--- src/rtl/xmtbuf_pkg.sv ---
// Shared types and constants for the xmtbuf serial transmitter.
// Optional feature macro: XMTBUF_PARITY_EN (adds an even-parity cell, 8E1 framing).
package xmtbuf_pkg;

    typedef enum logic [2:0] {
        ST_IDLE   = 3'd0,
        ST_START  = 3'd1,
        ST_DATA   = 3'd2,
`ifdef XMTBUF_PARITY_EN
        ST_PARITY = 3'd3,
`endif
        ST_STOP   = 3'd4
    } xmt_state_t;

    localparam int DATA_BITS = 8;

`ifdef XMTBUF_PARITY_EN
    localparam int FRAME_CELLS = 11;
`else
    localparam int FRAME_CELLS = 10;
`endif

    function automatic logic even_parity(input logic [DATA_BITS-1:0] d);
        return ^d;
    endfunction

endpackage

--- src/rtl/xmtbuf_xmt.sv ---
// Shift transmitter: start/data/(parity)/stop framing with a baud-cell down-counter.
// Optional feature macro: XMTBUF_PARITY_EN.
module xmtbuf_xmt
    import xmtbuf_pkg::*;
#(
    parameter int BAUD_DIV = 434
) (
    input  logic                 clk,
    input  logic                 reset,
    input  logic                 load,
    input  logic [DATA_BITS-1:0] data,
    output logic                 can_load,
    output logic                 serial_out
);

    localparam int CW = $clog2(BAUD_DIV);
    localparam logic [CW-1:0] CELL_LAST = CW'(BAUD_DIV - 1);
    localparam logic [CW-1:0] CNT_ZERO  = {CW{1'b0}};
    localparam logic [2:0]    BIT_LAST  = 3'(DATA_BITS - 1);

    xmt_state_t           state_r, state_s;
    logic [CW-1:0]        cnt_r, cnt_s;
    logic [2:0]           bit_r, bit_s;
    logic [DATA_BITS-1:0] shift_r, shift_s;
    logic                 ser_r, ser_s;
`ifdef XMTBUF_PARITY_EN
    logic                 par_r, par_s;
`endif

    // Loading is allowed when idle or in the final cycle of the stop bit.
    assign can_load   = (state_r == ST_IDLE) ||
                        ((state_r == ST_STOP) && (cnt_r == CNT_ZERO));
    assign serial_out = ser_r;

    // Next-state, counter, shifter and line value.
    always_comb begin
        state_s = state_r;
        cnt_s   = cnt_r;
        bit_s   = bit_r;
        shift_s = shift_r;
        ser_s   = ser_r;
`ifdef XMTBUF_PARITY_EN
        par_s   = par_r;
`endif
        case (state_r)
            ST_IDLE: begin
                ser_s = 1'b1;
                if (load) begin
                    state_s = ST_START;
                    cnt_s   = CELL_LAST;
                    shift_s = data;
                    ser_s   = 1'b0;
`ifdef XMTBUF_PARITY_EN
                    par_s   = even_parity(data);
`endif
                end else begin
                    cnt_s = CNT_ZERO;
                end
            end
            ST_START: begin
                if (cnt_r == CNT_ZERO) begin
                    state_s = ST_DATA;
                    cnt_s   = CELL_LAST;
                    bit_s   = 3'd0;
                    ser_s   = shift_r[0];
                    shift_s = {1'b0, shift_r[DATA_BITS-1:1]};
                end else begin
                    cnt_s = cnt_r - {{(CW-1){1'b0}}, 1'b1};
                end
            end
            ST_DATA: begin
                if (cnt_r == CNT_ZERO) begin
                    cnt_s = CELL_LAST;
                    if (bit_r == BIT_LAST) begin
`ifdef XMTBUF_PARITY_EN
                        state_s = ST_PARITY;
                        ser_s   = par_r;
`else
                        state_s = ST_STOP;
                        ser_s   = 1'b1;
`endif
                    end else begin
                        bit_s   = bit_r + 3'd1;
                        ser_s   = shift_r[0];
                        shift_s = {1'b0, shift_r[DATA_BITS-1:1]};
                    end
                end else begin
                    cnt_s = cnt_r - {{(CW-1){1'b0}}, 1'b1};
                end
            end
`ifdef XMTBUF_PARITY_EN
            ST_PARITY: begin
                if (cnt_r == CNT_ZERO) begin
                    state_s = ST_STOP;
                    cnt_s   = CELL_LAST;
                    ser_s   = 1'b1;
                end else begin
                    cnt_s = cnt_r - {{(CW-1){1'b0}}, 1'b1};
                end
            end
`endif
            ST_STOP: begin
                if (cnt_r == CNT_ZERO) begin
                    // A queued byte starts immediately, giving gapless frames.
                    if (load) begin
                        state_s = ST_START;
                        cnt_s   = CELL_LAST;
                        shift_s = data;
                        ser_s   = 1'b0;
`ifdef XMTBUF_PARITY_EN
                        par_s   = even_parity(data);
`endif
                    end else begin
                        state_s = ST_IDLE;
                        ser_s   = 1'b1;
                    end
                end else begin
                    cnt_s = cnt_r - {{(CW-1){1'b0}}, 1'b1};
                end
            end
            default: begin
                state_s = ST_IDLE;
                cnt_s   = CNT_ZERO;
                ser_s   = 1'b1;
            end
        endcase
    end

    // Transmitter state register with synchronous active-low reset.
    always_ff @(posedge clk) begin
        if (!reset) begin
            state_r <= ST_IDLE;
            cnt_r   <= CNT_ZERO;
            bit_r   <= 3'd0;
            shift_r <= {DATA_BITS{1'b0}};
            ser_r   <= 1'b1;
`ifdef XMTBUF_PARITY_EN
            par_r   <= 1'b0;
`endif
        end else begin
            state_r <= state_s;
            cnt_r   <= cnt_s;
            bit_r   <= bit_s;
            shift_r <= shift_s;
            ser_r   <= ser_s;
`ifdef XMTBUF_PARITY_EN
            par_r   <= par_s;
`endif
        end
    end

endmodule

--- src/rtl/xmtbuf.sv ---
// Double-buffered serial transmitter: single-entry holding register feeding xmtbuf_xmt.
// Optional feature macro: XMTBUF_PARITY_EN (8E1 instead of 8N1).
module xmtbuf
    import xmtbuf_pkg::*;
#(
    parameter int BAUD_DIV = 434
) (
    input  logic                 clk,
    input  logic                 reset,
    input  logic                 write,
    input  logic [DATA_BITS-1:0] data_in,
    output logic                 ready,
    output logic                 serial_out
);

    logic [DATA_BITS-1:0] hold_data_r;
    logic                 hold_full_r, hold_full_s;
    logic                 ready_r;
    logic                 can_load_s, load_s, accept_s;

    xmtbuf_xmt #(.BAUD_DIV(BAUD_DIV)) u_xmt (
        .clk        (clk),
        .reset      (reset),
        .load       (load_s),
        .data       (hold_data_r),
        .can_load   (can_load_s),
        .serial_out (serial_out)
    );

    // Accept and transfer never coincide: writes only land while the register is empty.
    always_comb begin
        load_s      = hold_full_r & can_load_s;
        accept_s    = write & ready_r;
        hold_full_s = hold_full_r;
        if (load_s) begin
            hold_full_s = 1'b0;
        end else if (accept_s) begin
            hold_full_s = 1'b1;
        end else begin
            hold_full_s = hold_full_r;
        end
    end

    // Holding-register flag and registered ready.
    always_ff @(posedge clk) begin
        if (!reset) begin
            hold_full_r <= 1'b0;
            ready_r     <= 1'b1;
        end else begin
            hold_full_r <= hold_full_s;
            ready_r     <= ~hold_full_s;
        end
    end

    // Holding-register data; contents are irrelevant while empty, so no reset.
    always_ff @(posedge clk) begin
        if (accept_s) begin
            hold_data_r <= data_in;
        end else begin
            hold_data_r <= hold_data_r;
        end
    end

    assign ready = ready_r;

endmodule

--- config.mk ---
export PLATFORM = sky130hd
export DESIGN_NAME = xmtbuf
export DESIGN_NICKNAME = d
export VERILOG_FILES = /design/src/rtl/xmtbuf_pkg.sv /design/src/rtl/xmtbuf_xmt.sv /design/src/rtl/xmtbuf.sv
export SDC_FILE = /design/constraint.sdc
export NUM_CORES = 1
export LEC_CHECK = 0
export ABC_AREA = 1
export BUFFER_PORTS_ARGS = -buffer_cell sky130_fd_sc_hd__buf_2
export CAP_MARGIN = 20
export CORE_MARGIN = 4
export CORE_UTILIZATION = 36
export CTS_CLUSTER_DIAMETER = 40
export CTS_CLUSTER_SIZE = 12
export DETAILED_ROUTE_END_ITERATION = 8
export HOLD_SLACK_MARGIN = 0.02
export SLEW_MARGIN = 20
export SYNTH_ARGS = -nofsm -noshare
export SYNTH_HDL_FRONTEND = slang
export SYNTH_SLANG_ARGS = --single-unit
--- constraint.sdc ---
create_clock -name clk -period 1.6 [get_ports clk]
set_input_delay 0.24 -clock clk [delete_from_list [all_inputs] [get_ports clk]]
set_output_delay 0.24 -clock clk [all_outputs]
set_load 0.02 [all_outputs]
==> key figures, run 1 <==
Setup path
  – Family with the most delay on the worst path: simple AND/OR/NAND/NOR gates
  – Worst path arrival time: approximately 1700 ps
  – CP Cell Sequence: inv_1 -> ha_4 -> nand2_2 -> nor2_4 -> nand2_4 -> a21oi_4 -> buf_12 -> nand3_1 -> nand2_1 -> nor2_1
  – Worst path slowest cell: dfxtp_1
  – Critical Path Stages: 10
  – Critical path type: reg -> reg
  – Crit path launch type: flop
  – Worst setup EP type: flop
  – R2R cell count: 10
  – CP bufs+invs: 2
  – Worst Path Max Fanout: 16
  – R2R Path Start: u_xmt.cnt_r[1]$_SDFFE_PN0P_
  – FF-to-FF End: u_xmt.shift_r[2]$_SDFFE_PN0P_
  – Worst EP required: ~1800 ps
  – Slowest stage delay, CP: ~300 ps
  – Reg2reg setup slack: slightly above 100 ps

Place
  – Post-DP Area: 1840 um2
  – Routability Congestion: between 0.7 and 0.8
  – PortBufs: 12
  – Post-DP HPWL: approximately 2300 um

Global route
  – First-pass GRT wire length: between 5000 and 6000 um
  – Antenna violations before repair: 0
  – GRT met2 Usage: between 10% and 20%
  – Most used routing layer: met2
  – Largest net degree at the start of global routing: 17
  – Total GRT Usage: between 10% and 20%
  – GR met3 Demand/Resource: slightly below 4%
  – Total congestion overflow: 0
  – Number of global-route vias before repair: between 1000 and 1500
  – GRT met1 Usage: ~16%

STA
  – Minimum clock period: 1500 ps
  – Final hold slack: roughly 120 ps
  – Fin. Hold Viols: 0
  – Worst-Margin Slew: between 300 and 400 ps
  – Final setup viols: 0
  – Skew final: around 6 ps
  – RSZ-0062 raised after global routing: yes
  – Slew HR: 79.2%
  – Final Slew Violations: 0
  – Maximum clock frequency: about 670 MHz
  – Final period utilization: 93.5%
  – Setup TNS: 0 ps

Min path
  – HP Start: data_in[1]
  – Hold Path End: hold_data_r[1]$_DFFE_PP_
  – Min-Delay Path Class: in -> reg
  – Worst hold stages: 1

Route
  – Iter 0 DRT Violations: a little under 100
  – Wire per inst: roughly 11 um
  – WL final: about 3300 um
  – Drt first pass iters: 4
  – Residual DRC: 0
  – DR vias/cell: roughly 4.8
  – Via count: 1394
  – Post-route ant nets: 0

Synthesis
  – Top cell type's share of synthesized area: between 30 and 40%
  – Top FF cell, synth: dfxtp_1
  – Synth Warn #: 0
  – Post-Synthesis Cells: 212
  – Dominant cells by area after synthesis: dfxtp_1, edfxtp_1, nand2_1
  – Post-synth top cells: nand2_1, dfxtp_1, inv_1
  – Count leader, synth: nand2_1
  – Syn Nets: 226
  – Number of flops mapped to enable cells by yosys: 8
  – Synth area leader: dfxtp_1
  – Synth cell types: 33
  – Seq/Total Area, Yosys: ~46%
  – Synth Register Bits: 34
  – Synthesized cell area: roughly 1700 um2
  – Avg Cell Area, Syn: 7.87 um2
  – FFs w/ async S/R, synth: 0%

Final layout
  – Final Util: between 40 and 50%
  – Area grow syn2layout: 20.9%
  – Finished Cell Area: between 2000 and 2500 um2
  – Ant. Diodes: 0
  – Layout cells sized above 1: a little over a fifth
  – Nets@finish: 252

Floorplanning
  – Die Wd: approximately 76 um
  – Die Ht: approximately 76 um
  – FP Rows: 24
  – IO Pins: 13
  – Core area: 4410 um2
  – Die Area: 5790 um2
  – Initial Utilization: a little under two fifths

Power and ir drop
  – Peak VDD IR: roughly 0.51 mV
  – Clock network power share: 31.1%
  – Cell Pwr Density: between 1500 and 2000 nW/um2
  – Logic pwr share: 33.3%
  – Switching power: a little under 1 mW
  – Sequential power share: between 30% and 40%
  – Lkg Pwr: 0.953 nW
  – Pint: approximately 2.0 mW
  – Switching share of total power: 32.4%

CTS
  – Clock Pin Slew Worst Setup and Hold Paths: ~70 ps
  – H-tree depth: 2
  – Clock Path Buffers: 2
  – Num CTS Buffers: 5
  – CTS Hold Bufs: 0
  – CTS tree: done
  – Later-pin clock latency in the skew report: 290 ps
  – Total clock sinks: 34
  – Root Buffer: clkbuf_8

Run status
  – Outcome: completed

Run
  – Max-cap violations: 0
stage by stage:
step	instances	total power, mW	setup WS, ps
floorplan	212	1.79	68.3
global placement	281	2.02	31.7
detailed placement	281	2.03	-18.9
CTS	289	2.99	27.8
global route	291	3.23	-77.5
finish	291	3.03	103
worst max-delay path by stage:
stage,slack [ps],endpoint,start
global route,-80,u_xmt.cnt_r[0]$_SDFFE_PN0P_,u_xmt.state_r[1]$_SDFFE_PN0P_
CTS,30,u_xmt.shift_r[2]$_SDFFE_PN0P_,u_xmt.cnt_r[0]$_SDFFE_PN0P_
finish,100,u_xmt.shift_r[2]$_SDFFE_PN0P_,u_xmt.cnt_r[1]$_SDFFE_PN0P_
detailed placement,-20,u_xmt.bit_r[0]$_SDFFE_PN0P_,u_xmt.cnt_r[0]$_SDFFE_PN0P_
global placement,30,u_xmt.bit_r[0]$_SDFFE_PN0P_,u_xmt.cnt_r[0]$_SDFFE_PN0P_
floorplan,70,u_xmt.shift_r[5]$_SDFFE_PN0P_,u_xmt.cnt_r[0]$_SDFFE_PN0P_
flip-flops by register name, indices dropped and copies added, names as in the netlist:
signal,count
u_xmt.cnt_r,9
hold_data_r,8
u_xmt.shift_r,8
u_xmt.bit_r,3
u_xmt.state_r,3
hold_full_r,1
ready,1
u_xmt.serial_out,1
routing by layer:
metal  share of wire, %  routed length, um  up-vias
li1                   -                  -      743
met1                 51               1690      625
met2                 44               1440       19
met3                3.5                114        7
met4                1.8                 61        0
met5                  0                  0        -
power by group through the flow:
stage	Clock [mW]	Sequential [mW]	Combinational, mW
global placement	0	1.10	0.924
floorplan	0	1.09	0.696
CTS	0.971	1.08	0.943
finish	0.941	1.08	1.01
global route	1.01	1.09	1.12
detailed placement	0	1.10	0.931
timing repair:
action                                  CTS  global route
cloned                                    0             0
resized for setup                         2             5
buffers inserted                          0             2
pin swaps                                 0             1
endpoints found under the setup margin    1            14
kinds of logic (layout without fill, tap and decap cells):
group,Yosys count,count (layout),share of synthesized area [%]
and+or+nand+nor,113,113,32.5
DFF,34,34,45.6
buffers and inverters,30,57,7.80
AOI/OAI and AO/OA,29,29,10.3
adders and majority gates,3,3,2.25
xor gates and xnor gates,3,3,1.57
area by class of cell:
cell class                      instances  area [um2]
Inverter                               27         104
Sequential cell                        34         761
Clock inverter                          3        68.8
Fill cell                             432        2400
Timing Repair Buffer                   22         148
Tap cell                               52        65.1
Clock buffer                            5        68.8
Multi-Input combinational cell        148         803
placed cells by master, fill, tap and decap left out, drive strengths merged:
| cell type | netlist | final |
|---|---|---|
| a21oi | 20 | 20 |
| and2 | 1 | 1 |
| buf | 2 | 22 |
| bufinv | 0 | 2 |
| clkbuf | 1 | 5 |
| clkinv | 0 | 1 |
| dfxtp | 26 | 26 |
| edfxtp | 8 | 8 |
| ha | 3 | 3 |
| inv | 27 | 27 |
| nand2 | 56 | 56 |
| nand3 | 24 | 24 |
| nand3b | 1 | 1 |
| nand4 | 3 | 3 |
| nor2 | 22 | 22 |
| nor3 | 4 | 4 |
| nor4 | 1 | 1 |
| o211a | 1 | 1 |
| o211ai | 1 | 1 |
| o21ai | 5 | 5 |
| o22ai | 1 | 1 |
| o32ai | 1 | 1 |
| or2 | 1 | 1 |
| xnor2 | 2 | 2 |
| xor2 | 1 | 1 |
No activity file was read; power rests on OpenSTA's default activity.
==> run 2: changes to the inputs <==
==> constraint.sdc (replaced) <==
create_clock -name clk -period 1.5 [get_ports clk]
set_input_delay 0.225 -clock clk [delete_from_list [all_inputs] [get_ports clk]]
set_output_delay 0.225 -clock clk [all_outputs]
set_load 0.02 [all_outputs]
==> run 2 against run 1 <==
Against the previous run:
- clock power is 12% lower
- die area stayed put
- sequential share of layout area is 1.3 points lower
- maximum frequency is 2.8% higher
- combinational power is 17% higher
- clock skew is 2.6 ps lower
- global-route usage is 0.69 points lower
- setup slack worse by 59 ps
- power is 4.3% higher
- worst hold slack worse by 11 ps
- sequential power is 6% higher
- cell area is 4.2% higher
==> key figures, run 2 (synthesized netlist as in run 1, its figures left out) <==
Final layout
  – Area grow syn2layout: 26.0%
  – Non-Filler Instances: 301
  – Biggest register: u_xmt.cnt_r
  – Nets@finish: 262
  – Most frequent cells in the layout: nand2_1, inv_1, dfxtp_1
  – Ant. Diodes: 0
  – Layout cells sized above 1: roughly 28%
  – Max FFs per register: 9
  – Largest registers: u_xmt.cnt_r (9), hold_data_r (8), u_xmt.shift_r (8)
  – Commonest non-fill, non-tap cell in the layout: nand2_1

Setup path
  – Worst Path Max Fanout: 8
  – Worst path slowest cell: dfxtp_2
  – CP bufs+invs: 2
  – CP Cell Sequence: inv_2 -> ha_4 -> nand2_4 -> nor2_4 -> nand2_4 -> a21oi_4 -> buf_12 -> nand3_2 -> nand2_1 -> nor2_1
  – Worst path arrival time: 1640 ps
  – Most frequent CP cell: nand2_4
  – Family with the most delay on the worst path: simple AND/OR/NAND/NOR gates
  – Worst setup EP type: flop
  – Critical path type: reg -> reg
  – Worst EP required: roughly 1700 ps
  – Crit path launch type: flop
  – Slowest stage delay, CP: about 320 ps

STA
  – Skew final: 3.42 ps
  – Maximum clock frequency: just under 700 MHz
  – Final hold slack: ~110 ps
  – Fin. Hold Viols: 0
  – Final Slew Violations: 0
  – RSZ-0062 raised after global routing: yes
  – Worst-Margin Slew: ~320 ps
  – Slew HR: around four fifths
  – Final setup viols: 0
  – Final period utilization: a little over nine tenths
  – Minimum clock period: around 1500 ps

Route
  – Drt first pass iters: 4
  – Wire per inst: ~11 um
  – Residual DRC: 0
  – DR vias/cell: a little under 5
  – Iter 0 DRT Violations: 75
  – WL final: ~3300 um
  – Post-route ant nets: 0
  – Via count: 1448

Min path
  – Min-Delay Path Class: in -> reg

CTS
  – Root Buffer: clkbuf_8
  – Later-pin clock latency in the skew report: 280 ps
  – Total clock sinks: 34
  – Clock Path Buffers: 2
  – H-tree depth: 2
  – CTS Hold Bufs: 0
  – Num CTS Buffers: 5
  – Clock Pin Slew Worst Setup and Hold Paths: ~70 ps
  – CTS tree: done

Floorplanning
  – Initial Utilization: 37.8%
  – Die Ht: around 76 um
  – FP Rows: 24
  – IO Pins: 13
  – Core area: approximately 4400 um2
  – Die Area: a little under 6000 um2
  – Die Wd: 76.1 um

Power and ir drop
  – Lkg Pwr: about 0.99 nW
  – Power, Total: roughly 3.2 mW
  – Peak VDD IR: 0.745 mV
  – Cell Pwr Density: about 1500 nW/um2

Run
  – Max-cap violations: 0

Global route
  – Total GRT Usage: 11.2%
  – First-pass GRT wire length: between 5000 and 6000 um
  – Largest net degree at the start of global routing: 17
  – Antenna violations before repair: 0
  – Total congestion overflow: 0
  – Number of global-route vias before repair: between 1000 and 1500

Place
  – PortBufs: 12
  – Routability Congestion: 0.789
  – Placed Cells incl. Taps: between 200 and 300
  – Post-DP HPWL: around 2400 um

Run status
  – Outcome: completed
==> run 2: final cells by class <==
cell class,count,area (um2)
clock buffers,5,68.8
flip-flops and latches,34,764
well taps,52,65.1
inverters,27,104
clock inverters,3,45.0
repair buffers,32,240
multi-input cells,148,816
fillers,446,2310
==> run 2: timing repair <==
action                                  CTS  global route
setup buffers                             0             5
resized for setup                         1            11
hold endpoints to repair                  0             0
cloned                                    0             1
pin swaps                                 0             6
endpoints found under the setup margin    3            19
==> run 2: worst paths after layout <==
kind	start	to	slack (ps)	cells after the start
setup / recovery	u_xmt.cnt_r[1]$_SDFFE_PN0P_	u_xmt.shift_r[5]$_SDFFE_PN0P_	40	10
hold / removal	data_in[2]	hold_data_r[2]$_DFFE_PP_	110	1
setup reg to reg	u_xmt.cnt_r[1]$_SDFFE_PN0P_	u_xmt.shift_r[5]$_SDFFE_PN0P_	40	10
hold reg to reg	u_xmt.bit_r[1]$_SDFFE_PN0P_	u_xmt.bit_r[1]$_SDFFE_PN0P_	470	2
==> run 2: power breakdown <==
group	total (mW)	internal, mW	switching, mW	leakage (nW)
Sequential	1.15	1.07	0.0718	0.291
Clock	0.832	0.494	0.338	0.0504
Combinational	1.18	0.533	0.648	0.647
Total	3.16	2.10	1.06	0.989
==> run 2: routing by layer <==
layer  GRT usage (%)  share of wire (%)  up-vias
met5               0                  0        -
met4            5.24                1.7        0
met3            3.31                4.5        5
met2            17.6                 48       30
met1            14.1                 46      647
li1                -                  -      766
==> run 2: metrics by stage <==
step | area [um2] | utilization (%) | TNS [ps] | setup slack (ps)
6_report | 2100 | 47.6 | 0 | 44.0
5_1_grt | 2100 | 47.6 | -237 | -33.7
3_5_place_dp | 1890 | 42.9 | -66.8 | -35.8
4_1_cts | 2010 | 45.5 | 0 | 4.25
2_1_floorplan | 1680 | - | 0 | 4.04
3_3_place_gp | 1890 | 42.9 | -75.2 | -46.7
==> run 2: worst register-to-register path, delay by kind of cell, from the launching register on <==
family	cells	cell delay, ps
simple gates	6	460
flops	1	320
buf+inv	2	220
compound gates	1	190
fa+ha+maj	1	150
